## src/rtl/amadeus_mem_bridge.sv

```systemverilog
// -----------------------------------------------------------------------------
// amadeus_mem_bridge
//   Bridges the accelerator's single-beat memory strobes onto an external memory
//   port with a valid/ready request channel and a variable-latency, in-order
//   read-response channel. Requests are buffered in an in-order FIFO, the number
//   of issued-but-unanswered reads is bounded, and read data is returned to the
//   accelerator as a registered one-cycle pulse.
//
// Ports
//   clk            in   clock, rising edge
//   rst            in   synchronous reset, active-high
//   acc_addr       in   accelerator request address
//   acc_wdata      in   accelerator write data
//   acc_read       in   read request strobe
//   acc_write      in   write request strobe
//   acc_stall      out  FIFO full, requests this cycle are dropped
//   acc_rdata      out  returned read data (held until the next response)
//   acc_rvalid     out  one-cycle pulse per returned read
//   dram_req_valid out  request present on dram_req_*
//   dram_req_ready in   memory accepts request
//   dram_req_we    out  1 = write, 0 = read
//   dram_req_addr  out  request address
//   dram_req_wdata out  request write data
//   dram_rsp_valid in   read response beat
//   dram_rsp_data  in   read response data
//   busy           out  requests queued or reads outstanding
//   err_overflow   out  sticky: a request was dropped
//   err_unexp_rsp  out  sticky: response arrived with no read outstanding
// -----------------------------------------------------------------------------
module amadeus_mem_bridge #(
   parameter int ADDR_W          = 32,
   parameter int DATA_W          = 128,
   parameter int REQ_DEPTH       = 4,
   parameter int MAX_OUTSTANDING = 4
) (
   input  logic              clk,
   input  logic              rst,
   input  logic [ADDR_W-1:0] acc_addr,
   input  logic [DATA_W-1:0] acc_wdata,
   input  logic              acc_read,
   input  logic              acc_write,
   output logic              acc_stall,
   output logic [DATA_W-1:0] acc_rdata,
   output logic              acc_rvalid,
   output logic              dram_req_valid,
   input  logic              dram_req_ready,
   output logic              dram_req_we,
   output logic [ADDR_W-1:0] dram_req_addr,
   output logic [DATA_W-1:0] dram_req_wdata,
   input  logic              dram_rsp_valid,
   input  logic [DATA_W-1:0] dram_rsp_data,
   output logic              busy,
   output logic              err_overflow,
   output logic              err_unexp_rsp
);

   localparam int PW = (REQ_DEPTH > 1) ? $clog2(REQ_DEPTH) : 1;
   localparam int CW = PW + 1;
   localparam int OW = $clog2(MAX_OUTSTANDING + 1);

   typedef enum logic {IDLE, ACTIVE} state_e;

   // FIFO storage: payload only, never reset
   logic              fifo_we_q    [REQ_DEPTH];
   logic [ADDR_W-1:0] fifo_addr_q  [REQ_DEPTH];
   logic [DATA_W-1:0] fifo_wdata_q [REQ_DEPTH];

   logic [PW-1:0]     wr_ptr_q, wr_ptr_d;
   logic [PW-1:0]     rd_ptr_q, rd_ptr_d;
   logic [CW-1:0]     count_q, count_d;
   logic [OW-1:0]     outst_q, outst_d;
   state_e            state_q, state_d;
   logic              rvalid_q, rvalid_d;
   logic [DATA_W-1:0] rdata_q, rdata_d;
   logic              ovf_q, ovf_d;
   logic              unexp_q, unexp_d;

   logic fifo_empty;
   logic fifo_full;
   logic head_we;
   logic one_strobe;
   logic push;
   logic pop;
   logic issue_rd;
   logic rsp_ok;

   assign fifo_empty = (count_q == '0);
   assign fifo_full  = (count_q == CW'(REQ_DEPTH));
   assign head_we    = fifo_we_q[rd_ptr_q];
   assign one_strobe = acc_read ^ acc_write;
   assign push       = one_strobe && !fifo_full;
   // A write at the head never waits on the read budget; a read does, and
   // since issue is strictly in order it also holds back everything behind it.
   assign dram_req_valid = !fifo_empty && (head_we || (outst_q < OW'(MAX_OUTSTANDING)));
   assign pop        = dram_req_valid && dram_req_ready;
   assign issue_rd   = pop && !head_we;
   assign rsp_ok     = dram_rsp_valid && (outst_q != '0);

   // Payload is forced to zero while the FIFO is empty so the port is clean after reset
   assign dram_req_we    = fifo_empty ? 1'b0 : head_we;
   assign dram_req_addr  = fifo_empty ? '0 : fifo_addr_q[rd_ptr_q];
   assign dram_req_wdata = fifo_empty ? '0 : fifo_wdata_q[rd_ptr_q];

   assign acc_stall     = fifo_full;
   assign acc_rdata     = rdata_q;
   assign acc_rvalid    = rvalid_q;
   assign err_overflow  = ovf_q;
   assign err_unexp_rsp = unexp_q;

   always_comb begin
      wr_ptr_d = wr_ptr_q;
      rd_ptr_d = rd_ptr_q;
      count_d  = count_q;
      outst_d  = outst_q;
      rvalid_d = rsp_ok;
      rdata_d  = rdata_q;
      ovf_d    = ovf_q;
      unexp_d  = unexp_q;
      state_d  = state_q;
      busy     = (state_q == ACTIVE);

      if (push) wr_ptr_d = wr_ptr_q + PW'(1);
      if (pop)  rd_ptr_d = rd_ptr_q + PW'(1);

      if (push && !pop)      count_d = count_q + CW'(1);
      else if (!push && pop) count_d = count_q - CW'(1);

      if (issue_rd && !rsp_ok)      outst_d = outst_q + OW'(1);
      else if (!issue_rd && rsp_ok) outst_d = outst_q - OW'(1);

      if (rsp_ok) rdata_d = dram_rsp_data;

      if ((acc_read && acc_write) || (one_strobe && fifo_full)) ovf_d = 1'b1;
      if (dram_rsp_valid && (outst_q == '0))                     unexp_d = 1'b1;

      // Registered state tracks whether anything is queued or in flight
      case (state_q)
         IDLE:    if ((count_d != '0) || (outst_d != '0)) state_d = ACTIVE;
         ACTIVE:  if ((count_d == '0) && (outst_d == '0)) state_d = IDLE;
         default: state_d = IDLE;
      endcase
   end

   always_ff @(posedge clk) begin
      if (rst) begin
         wr_ptr_q <= '0;
         rd_ptr_q <= '0;
         count_q  <= '0;
         outst_q  <= '0;
         state_q  <= IDLE;
         rvalid_q <= 1'b0;
         rdata_q  <= '0;
         ovf_q    <= 1'b0;
         unexp_q  <= 1'b0;
      end else begin
         wr_ptr_q <= wr_ptr_d;
         rd_ptr_q <= rd_ptr_d;
         count_q  <= count_d;
         outst_q  <= outst_d;
         state_q  <= state_d;
         rvalid_q <= rvalid_d;
         rdata_q  <= rdata_d;
         ovf_q    <= ovf_d;
         unexp_q  <= unexp_d;
      end
   end

   always_ff @(posedge clk) begin
      if (push) begin
         fifo_we_q[wr_ptr_q]    <= acc_write;
         fifo_addr_q[wr_ptr_q]  <= acc_addr;
         fifo_wdata_q[wr_ptr_q] <= acc_wdata;
      end
   end

endmodule

```

## config.mk

```make
export PLATFORM = sky130hd
export DESIGN_NAME = amadeus_mem_bridge
export DESIGN_NICKNAME = d
export VERILOG_FILES = /design/src/rtl/amadeus_mem_bridge.sv
export SDC_FILE = /design/constraint.sdc
export NUM_CORES = 1
export LEC_CHECK = 0
export ABC_CLOCK_PERIOD_IN_PS = 5800
export CAP_MARGIN = 40
export CORE_MARGIN = 5
export CORE_UTILIZATION = 45
export DETAILED_ROUTE_END_ITERATION = 12
export PLACE_DENSITY = 0.74
export SETUP_SLACK_MARGIN = 0.1
export SYNTH_ARGS = -nofsm -noshare
export SYNTH_HDL_FRONTEND = slang
export SYNTH_SLANG_ARGS = --single-unit
```

## constraint.sdc

```tcl
create_clock -name clk -period 5.8 [get_ports clk]
set_input_delay 1.16 -clock clk [delete_from_list [all_inputs] [get_ports clk]]
set_output_delay 1.16 -clock clk [all_outputs]
set_load 0.1 [all_outputs]
```

==> results by group <==
Clock network
  • Clock Sinks: between 700 and 800
  • Hold_buf cts: 0
  • Resized cells post-CTS: 0
  • TritonCTS clock tree: done
  • Skew-Pair Late Insertion Delay: roughly 0.63 ns
  • Clock root cell: clkbuf_16
  • Setup bufs post-CTS: 0
  • CTS H-tree lvls: 3
  • Clk slew on worst S/H paths: about 0.06 ns
  • Worst-case clock buffer depth: 3
  • Num CTS Buffers: 79

Floorplan
  • Top-level I/O count: between 500 and 600
  • Die Y: around 270 microns
  • FP Rows: 93
  • Area of the die: slightly above 0.07 sq mm
  • Core area: approximately 0.065 sq mm
  • Initial core utilization: between 40% and 50%
  • Die width: between 200 and 300 microns

Yosys
  • Yosys warning total: 0
  • Synthesized area per cell: roughly 17 sq um
  • Post-synthesis sequential area ratio: 75.4%
  • Top cells by count, synth: 644 x edfxtp_1, 268 x nand2_1, 163 x nor2b_1, 160 x mux4_2, 144 x dfxtp_1
  • Biggest area consumer among synthesized cells: edfxtp_1
  • EDFF count, synth: about 640
  • Ys flop type: edfxtp_1
  • Most frequent cell after synthesis: edfxtp_1
  • Asr flop ratio synth: 0%
  • Synth top area cells: edfxtp_1 66%, mux4_2 12%, dfxtp_1 9.8%
  • Top cell type's share of synthesized area: roughly two thirds
  • Flops & latches, synth: slightly below 800
  • Cell Area, Synth: slightly below 0.03 sq mm
  • Synthesized instance count: approximately 1700
  • Post-synth net total: 1995
  • Unique masters post-synth: 37

Timing
  • Fmax: roughly 230 MHz
  • Worst Skew: 0.0136 ns
  • Final hold vios: 0
  • Slew @ Worst Pin: around 0.86 ns
  • Unrepaired setup endpoints after global routing: false
  • Hold WS: between 0.4 and 0.5 ns
  • Fin Setup TNS: 0 ns
  • Final Critical Period: roughly 4.4 ns
  • Pins over their slew limit: 0
  • Max_slew headroom: a little over two fifths
  • Fin crit share: between 70% and 80%
  • Setup violations, final: 0

GRT
  • Total global-route track usage: between 20% and 30%
  • Vias in the first global route: 20100
  • First-pass GRT wire length: 127000 microns
  • Global route overflow: 0
  • Initial antenna violation count: 16
  • Pin count of the biggest net entering global routing: around 110

Worst setup path
  • CP Max Fanout: 26
  • Critical path launch point type: flip-flop
  • Worst Path Arrival: around 3.3 ns
  • Crit Path Category: reg -> out
  • Crit path capture type: primary output
  • Critical path data required time: between 4 and 5 ns

Detailed routing
  • Initial DRT Pass Iterations: 5
  • Vias/cell: between 5 and 6
  • DRC violations left: 0
  • Via count: around 19000
  • Final antenna-violating net count: 0
  • Post-Route WL: approximately 85000 microns
  • DRT iter0 DRCs: 1450
  • DR WL/cell: ~24 microns

Layout
  • Final net count: between 2000 and 3000
  • Number of fill cells: roughly 3800
  • Area Overhead vs Synth: 51.5%
  • Layout cell share with drive strength beyond 1: between 20 and 25%
  • FF+latch area: 0.0222 sq mm
  • Area of the multi-input gates: 0.00687 sq mm

Power and ir drop
  • PwrDens: 633 mW/mm^2
  • Worst VDD drop: around 780 uV
  • Leak: 15.1 nW
  • Tot Pwr: ~28 mW

Worst hold path
  • Worst hold path type: reg -> reg

Run status
  • Status: finished clean

Run
  • Max-cap violations: 0

Place
  • DPL Wire Length: roughly 57000 microns
  • Gpl congestion: a little under 0.9
  • Number of I/O port buffers: ~600
[registers in the layout, summed over array words and instances, names as in the netlist, named ones only]
name / flops
acc_rdata: 128
acc_rvalid: 1
busy: 1
count_q: 3
err_overflow: 1
err_unexp_rsp: 1
fifo_addr_q: 128
fifo_wdata_q: 512
fifo_we_q: 4
outst_q: 3
rd_ptr_q: 2
wr_ptr_q: 2
[metrics by stage]
step | instance area (sq um) | cells | worst slack (ns) | utilization [%]
finish | 44700 | 3504 | 1.36 | 69.1
global route | 44700 | 3503 | 1.12 | 69.1
CTS | 44700 | 3494 | 1.23 | 69.0
detailed placement | 42200 | 3350 | 1.92 | 65.2
global placement | 36400 | 3055 | 1.69 | 56.3
floorplan | 29500 | 1690 | 1.85 | -
[critical path, stage by stage (launching register included)]
cell	delay (ns)
dfxtp_4	0.75
buf_4	0.41
mux4_2	0.55
nor2b_1	0.16
clkdlybuf4s50_1	0.54
buf_16	0.22
[layout make-up]
cell class,instances,area share [%]
tap,855,2.39
timing repair buffer,906,26.8
clock inverter,40,0.882
sequential,788,49.8
multi-input combinational,792,15.4
clock buffer,104,4.70
inverter,9,0.0756
antenna,10,0.0560
[report_power, final]
| part | leakage (nW) | switching (mW) | internal, mW |
|---|---|---|---|
| clock | 1.21 | 2.17 | 2.73 |
| sequential | 7.09 | 0.328 | 6.90 |
| combinational | 6.85 | 9.99 | 6.14 |
[final timing paths]
kind                                                 start                          to  slack [ns]  depth (start not counted)
worst max-delay path                             flip-flop         dram_req_wdata[104]        1.36                          5
worst min-delay path            acc_rdata[38]$_SDFFE_PP0P_  acc_rdata[38]$_SDFFE_PP0P_        0.45                          2
worst max register to register                   flip-flop             busy$_SDFF_PP0_        2.63                          7
worst min register to register  acc_rdata[38]$_SDFFE_PP0P_  acc_rdata[38]$_SDFFE_PP0P_        0.45                          2
[routing by layer]
layer / global-route usage [%] / vias to the layer above / wire [microns]
met4: 9.36 / 12 / 3560
met2: 41.3 / 904 / 45200
met3: 6.21 / 209 / 6560
li1: - / 8170 / -
met5: 0 / - / 76
met1: 27.8 / 9309 / 30000
[kinds of logic after synthesis]
| logic type | after synthesis | synth area share, % |
|---|---|---|
| flip-flops | 788 | 75.4 |
| multiplexers | 165 | 12.4 |
| XOR/XNOR | 7 | 0.208 |
| AO/OA/AOI/OAI | 148 | 2.63 |
| buffers and inverters | 110 | 1.47 |
| adder cells (fa/ha/maj) | 12 | 0.505 |
| AND/OR/NAND/NOR | 460 | 7.39 |
[cell usage in the layout (no fill, tap or decap), drive strengths merged, types with 5 or more instances in the layout]
| master | instances |
|---|---|
| clkbuf | 104 |
| clkdlybuf4s50 | 586 |
| clkinv | 26 |
| a21oi | 133 |
| xnor2 | 6 |
| nand2 | 268 |
| nor2b | 163 |
| edfxtp | 644 |
| dfxtp | 144 |
| ha | 11 |
| nor2 | 14 |
| mux4 | 160 |
| buf | 320 |
| and3 | 5 |
| diode | 10 |
| o21ai | 5 |
| inv | 16 |
No activity file was read; power rests on OpenSTA's default activity.
